**config.mk**
```make
export PLATFORM = sky130hd
export DESIGN_NAME = floor_request_sched
export DESIGN_NICKNAME = d
export VERILOG_FILES = /design/src/rtl/elev_pkg.sv /design/src/rtl/scan_picker.sv /design/src/rtl/floor_request_sched.sv
export SDC_FILE = /design/constraint.sdc
export NUM_CORES = 1
export LEC_CHECK = 0
export CAP_MARGIN = 20
export CORE_UTILIZATION = 43
export CTS_BUF_LIST = sky130_fd_sc_hd__clkbuf_8
export CTS_CLUSTER_SIZE = 12
export DETAILED_ROUTE_END_ITERATION = 12
export PLACE_DENSITY = 0.73
export SYNTH_ARGS = -nofsm -noshare
export SYNTH_HDL_FRONTEND = slang
export SYNTH_HIERARCHICAL = 1
export SYNTH_SLANG_ARGS = --single-unit
```
**constraint.sdc**
```tcl
create_clock -name clk -period 1.4 [get_ports clk]
set_input_delay 0.28 -clock clk [delete_from_list [all_inputs] [get_ports clk]]
set_output_delay 0.28 -clock clk [all_outputs]
set_load 0.03 [all_outputs]
```
**src/rtl/elev_pkg.sv**
```systemverilog
// Shared types and constants for the elevator car control slice.
// Scheduler FSM encoding, sweep direction values and default floor count.
package elev_pkg;

    typedef enum logic [1:0] {
        IDLE     = 2'd0,
        DISPATCH = 2'd1,
        MOVING   = 2'd2
    } sched_state_t;

    localparam logic DIR_UP = 1'b1;
    localparam logic DIR_DN = 1'b0;

    localparam int DEF_NUM_FLOORS = 4;

endpackage

```
**src/rtl/scan_picker.sv**
```systemverilog
// SCAN target picker: current floor first, then nearest ahead, then reverse.
// Two priority encoders search strictly above and strictly below cur_floor.
module scan_picker
    import elev_pkg::*;
#(
    parameter int NUM_FLOORS = DEF_NUM_FLOORS,
    parameter int FLOOR_W    = (NUM_FLOORS > 2) ? $clog2(NUM_FLOORS) : 1
) (
    input  logic [NUM_FLOORS-1:0] pending,
    input  logic [FLOOR_W-1:0]    cur_floor,
    input  logic                  dir_up,
    output logic                  found,
    output logic [FLOOR_W-1:0]    pick_floor,
    output logic                  pick_dir_up
);

    logic               up_hit;
    logic               dn_hit;
    logic [FLOOR_W-1:0] up_idx;
    logic [FLOOR_W-1:0] dn_idx;

    // Descending scan leaves the lowest floor above; ascending the highest below.
    always_comb begin
        up_hit = 1'b0;
        up_idx = '0;
        for (int i = NUM_FLOORS - 1; i >= 0; i--) begin
            if (pending[i] && (FLOOR_W'(i) > cur_floor)) begin
                up_hit = 1'b1;
                up_idx = FLOOR_W'(i);
            end
        end
    end

    always_comb begin
        dn_hit = 1'b0;
        dn_idx = '0;
        for (int i = 0; i < NUM_FLOORS; i++) begin
            if (pending[i] && (FLOOR_W'(i) < cur_floor)) begin
                dn_hit = 1'b1;
                dn_idx = FLOOR_W'(i);
            end
        end
    end

    always_comb begin
        found       = |pending;
        pick_floor  = cur_floor;
        pick_dir_up = dir_up;
        if (pending[cur_floor]) begin
            pick_floor  = cur_floor;
            pick_dir_up = dir_up;
        end else if (dir_up == DIR_UP) begin
            if (up_hit) begin
                pick_floor  = up_idx;
                pick_dir_up = DIR_UP;
            end else if (dn_hit) begin
                pick_floor  = dn_idx;
                pick_dir_up = DIR_DN;
            end
        end else begin
            if (dn_hit) begin
                pick_floor  = dn_idx;
                pick_dir_up = DIR_DN;
            end else if (up_hit) begin
                pick_floor  = up_idx;
                pick_dir_up = DIR_UP;
            end
        end
    end

endmodule

```
**src/rtl/floor_request_sched.sv**
```systemverilog
// Floor request scheduler: request latch, SCAN pick, valid/ready dispatch
// and arrival-based completion of the served floor.
module floor_request_sched
    import elev_pkg::*;
#(
    parameter int NUM_FLOORS = DEF_NUM_FLOORS,
    parameter int FLOOR_W    = (NUM_FLOORS > 2) ? $clog2(NUM_FLOORS) : 1
) (
    input  logic                  clk,
    input  logic                  rst_n,
    input  logic [NUM_FLOORS-1:0] btn,
    input  logic [FLOOR_W-1:0]    cur_floor,
    input  logic                  arrived,
    output logic                  target_valid,
    output logic [FLOOR_W-1:0]    target_floor,
    input  logic                  target_ready,
    output logic [NUM_FLOORS-1:0] pending,
    output logic                  dir_up,
    output logic                  idle
);

    localparam logic [FLOOR_W:0] FLOOR_LIM = (FLOOR_W + 1)'(NUM_FLOORS);

    sched_state_t          state;
    logic                  found;
    logic [FLOOR_W-1:0]    pick_floor;
    logic                  pick_dir_up;
    logic [NUM_FLOORS-1:0] clr_mask;

    scan_picker #(
        .NUM_FLOORS (NUM_FLOORS),
        .FLOOR_W    (FLOOR_W)
    ) u_picker (
        .pending     (pending),
        .cur_floor   (cur_floor),
        .dir_up      (dir_up),
        .found       (found),
        .pick_floor  (pick_floor),
        .pick_dir_up (pick_dir_up)
    );

    // Service clear is applied after the button OR so it wins a same-cycle press.
    always_comb begin
        clr_mask = '0;
        if (state == MOVING && arrived)
            clr_mask = NUM_FLOORS'(1) << target_floor;
    end

    always_ff @(posedge clk or negedge rst_n) begin
        if (!rst_n) begin
            state        <= IDLE;
            pending      <= '0;
            dir_up       <= DIR_UP;
            target_valid <= 1'b0;
            target_floor <= '0;
        end else begin
            pending <= (pending | btn) & ~clr_mask;
            unique case (state)
                IDLE: begin
                    if (found) begin
                        target_floor <= pick_floor;
                        dir_up       <= pick_dir_up;
                        target_valid <= 1'b1;
                        state        <= DISPATCH;
                    end
                end
                DISPATCH: begin
                    if (target_ready) begin
                        target_valid <= 1'b0;
                        state        <= MOVING;
                    end
                end
                MOVING: begin
                    if (arrived)
                        state <= IDLE;
                end
                default: begin
                    target_valid <= 1'b0;
                    state        <= IDLE;
                end
            endcase
        end
    end

    assign idle = (state == IDLE) && (pending == '0);

    a_cur_floor_range: assert property (
        @(posedge clk) disable iff (!rst_n) {1'b0, cur_floor} < FLOOR_LIM
    );

endmodule

```
==> reports/results.ini <==
[cells_and_area]
regArea_um2 = 256
design_area_um2 = 1060
syn_to_final_growth_pct = 57.9
multiInputGateArea_um2 = 435
nFillCells = 103
fin_nets = 120
drive_gt1_frac = 0.404
antenna_cells = 0
final_cell_count_no_fill = 124

[setup_path]
regToRegSetupSlack_ps = -170
crit_fanout = 2
arrival_ps = 1440
cp_data_required_time_ps = 1120
path_class = flop to output pin
endpoint_kind = output pin
start_kind = flop

[place]
gp_congestion = 0.821
dp_hpwl_mm = 1.27
dp_cells = 119
portBuffers = 18
pre_cts_ws_ps = -529
dpl_cell_area_um2 = 950

[clock_tree]
insertion_delay_ps = 240
clock_path_buffers = 2
clock_sinks = 10
cts_buffers = 3
clock-root-buffer = clkbuf_8
path_clk_slew_ps = 50
htree_levels = 1
cts_tree = built

[timing]
min_period_ps = 1720
setup_viol = 4
rsz0062_at_grt = true
finalHoldViolations = 0
slew_headroom = 0.699
tightest_slew_ps = 451
final.setup_skew_ps = 5.22
final_max_slew_viol_count = 0
setup_ws_ps = -317
fmax_mhz = 582
final.period_utilization = 1.23

[grt]
grt_use_total = 0.240
grt_max_degree = 11
grt_pass1_vias = 712
grt.overflow.total = 0
grt_pass1_wl_mm = 3.15
antenna_found_initial = 0

[synth]
synth.avg_cell_area_um2 = 8.76
yosys_warnings = 6
ys_types = 34
ys_ff_latch = 10
synthCells = 77
mappedNetlistNets = 87
syn_area_um2 = 674
yosysSeqAreaShare = 0.373

[drt]
drt_pass1_iterations = 4
viasPerCell = 5.81
ant_nets = 0
drc = 0
finalWirelength_mm = 1.94
first_iter_violations = 24
vias = 721
wire_per_inst_um = 15.7

[flow_run]
cap_violations = 0

[floorplanning]
dieWidth_um = 41.6
die_h_um = 41.6
die-area_um2 = 1730
start_util = 0.488
core_um2 = 1380
rows = 13
top_level_ports = 19

[outcome]
outcome = finished with violations
violations = setup timing

[power_and_ir_drop]
power_density_nw_per_um2 = 1510
power.leakage_uw = 0.000489
ir_drop_uv = 1190

[hold_path]
hp-class = input port to asynchronous set/reset pin

registers in the layout, summed over array words and instances, names as in the netlist:
| signal | flops |
|---|---|
| pending | 4 |
| state | 2 |
| target_floor | 2 |
| dir_up | 1 |
| target_valid | 1 |
cell usage in the layout (no fill, tap or decap), types with 2 or more instances in the layout:
cell type	netlist	layout
dfrtp_1	9	5
clkdlybuf4s50_1	0	7
inv_1	8	8
clkbuf_8	0	3
o32a_1	2	2
a21oi_1	10	7
o21ai_1	2	3
nor2_1	7	7
dlygate4sd2_1	0	5
mux2_4	0	3
buf_4	1	14
o21ai_2	0	2
nand3b_1	2	2
a21oi_2	0	3
buf_6	1	5
o22ai_1	3	2
dfrtp_2	0	4
nand2_1	6	6
cells by family (layout without fill, tap and decap cells):
kind of cell / Yosys count / in the layout / synth area share
AND/OR/NAND/NOR: 23 / 23 / 0.193
multiplexers: 4 / 4 / 0.0835
buffers and inverters: 12 / 44 / 0.0853
flip-flops: 10 / 10 / 0.373
AO/OA/AOI/OAI: 28 / 28 / 0.265
cell type report:
class,count,area share
clock buffer,3,0.0388
tap,15,0.0176
sequential,10,0.241
inverter,9,0.0317
timing repair buffer,31,0.259
multi-input combinational,55,0.409
clock inverter,1,0.00353
report_power, final:
group	internal (uW)	switching, uW
Combinational	366	468
Clock	193	121
Sequential	388	70.8
Total	947	659
worst max-delay path: stages, from the launching register on:
cell and delay, ps:
dfrtp_1 370, or4_4 550, nor3_4 130, buf_6 150
Yosys cell counts:
master,n,share of area
inv_1,8,0.045
a22oi_1,1,0.011
mux4_2,1,0.033
a21oi_1,10,0.074
buf_2,1,0.0074
nor2_1,7,0.039
o31ai_1,1,0.011
nand2b_1,1,0.0093
dfrtp_1,9,0.33
a31oi_1,1,0.0093
mux2_2,2,0.033
clkinv_1,1,0.0056
dfstp_2,1,0.039
and2_0,1,0.0093
a211oi_1,1,0.011
nor4_2,1,0.019
nand3_1,1,0.0074
nand4_1,1,0.0093
or4_1,1,0.011
a221oi_1,1,0.013
o21ai_1,2,0.015
nor3b_2,1,0.019
o21ai_0,3,0.022
a2bb2oi_1,1,0.013
o32a_1,2,0.030
nor3_2,1,0.015
o22a_1,1,0.013
mux2_1,1,0.017
buf_4,1,0.011
o22ai_1,3,0.028
nand3b_1,2,0.022
o211a_1,1,0.015
nand2_1,6,0.033
buf_6,1,0.017
metal layers:
layer / routed length [um] / part of all wire / up-vias / track usage
li1: - / - / 348 / -
met4: 30 / 0.015 / 0 / 0.155
met5: 0 / 0 / - / 0
met1: 851 / 0.44 / 349 / 0.288
met2: 991 / 0.51 / 20 / 0.381
met3: 68 / 0.035 / 4 / 0.0565
per-stage QoR:
step / setup TNS (ps) / hold WS, ps / power, uW / util
finish: -701 / 351 / 1610 / 0.770
floorplan: -619 / -15.6 / 916 / -
global route: -875 / 393 / 1690 / 0.770
detailed placement: -1610 / 496 / 1230 / 0.687
CTS: -646 / 368 / 1550 / 0.743
global placement: -1500 / 492 / 1220 / 0.687
timing repair:
item                       in CTS  in global routing
pin swaps                       4                  6
buffers inserted                1                  0
setup endpoints to repair       7                  5
gates cloned                    0                  0
hold buffers                    0                  0
resized for setup              13                 12
worst paths after layout:
path | from | endpoint | cells after the start
hold reg to reg | target_valid | target_valid | 2
setup reg to reg | pending[2] | dir_up | 5
min in group clk | target_valid | target_valid | 2
hold / removal | rst_n | target_floor[1] | 1
max in group asynchronous | rst_n | dir_up | 1
setup / recovery | state[0] | idle | 3
(Power assumes the default switching activity.)
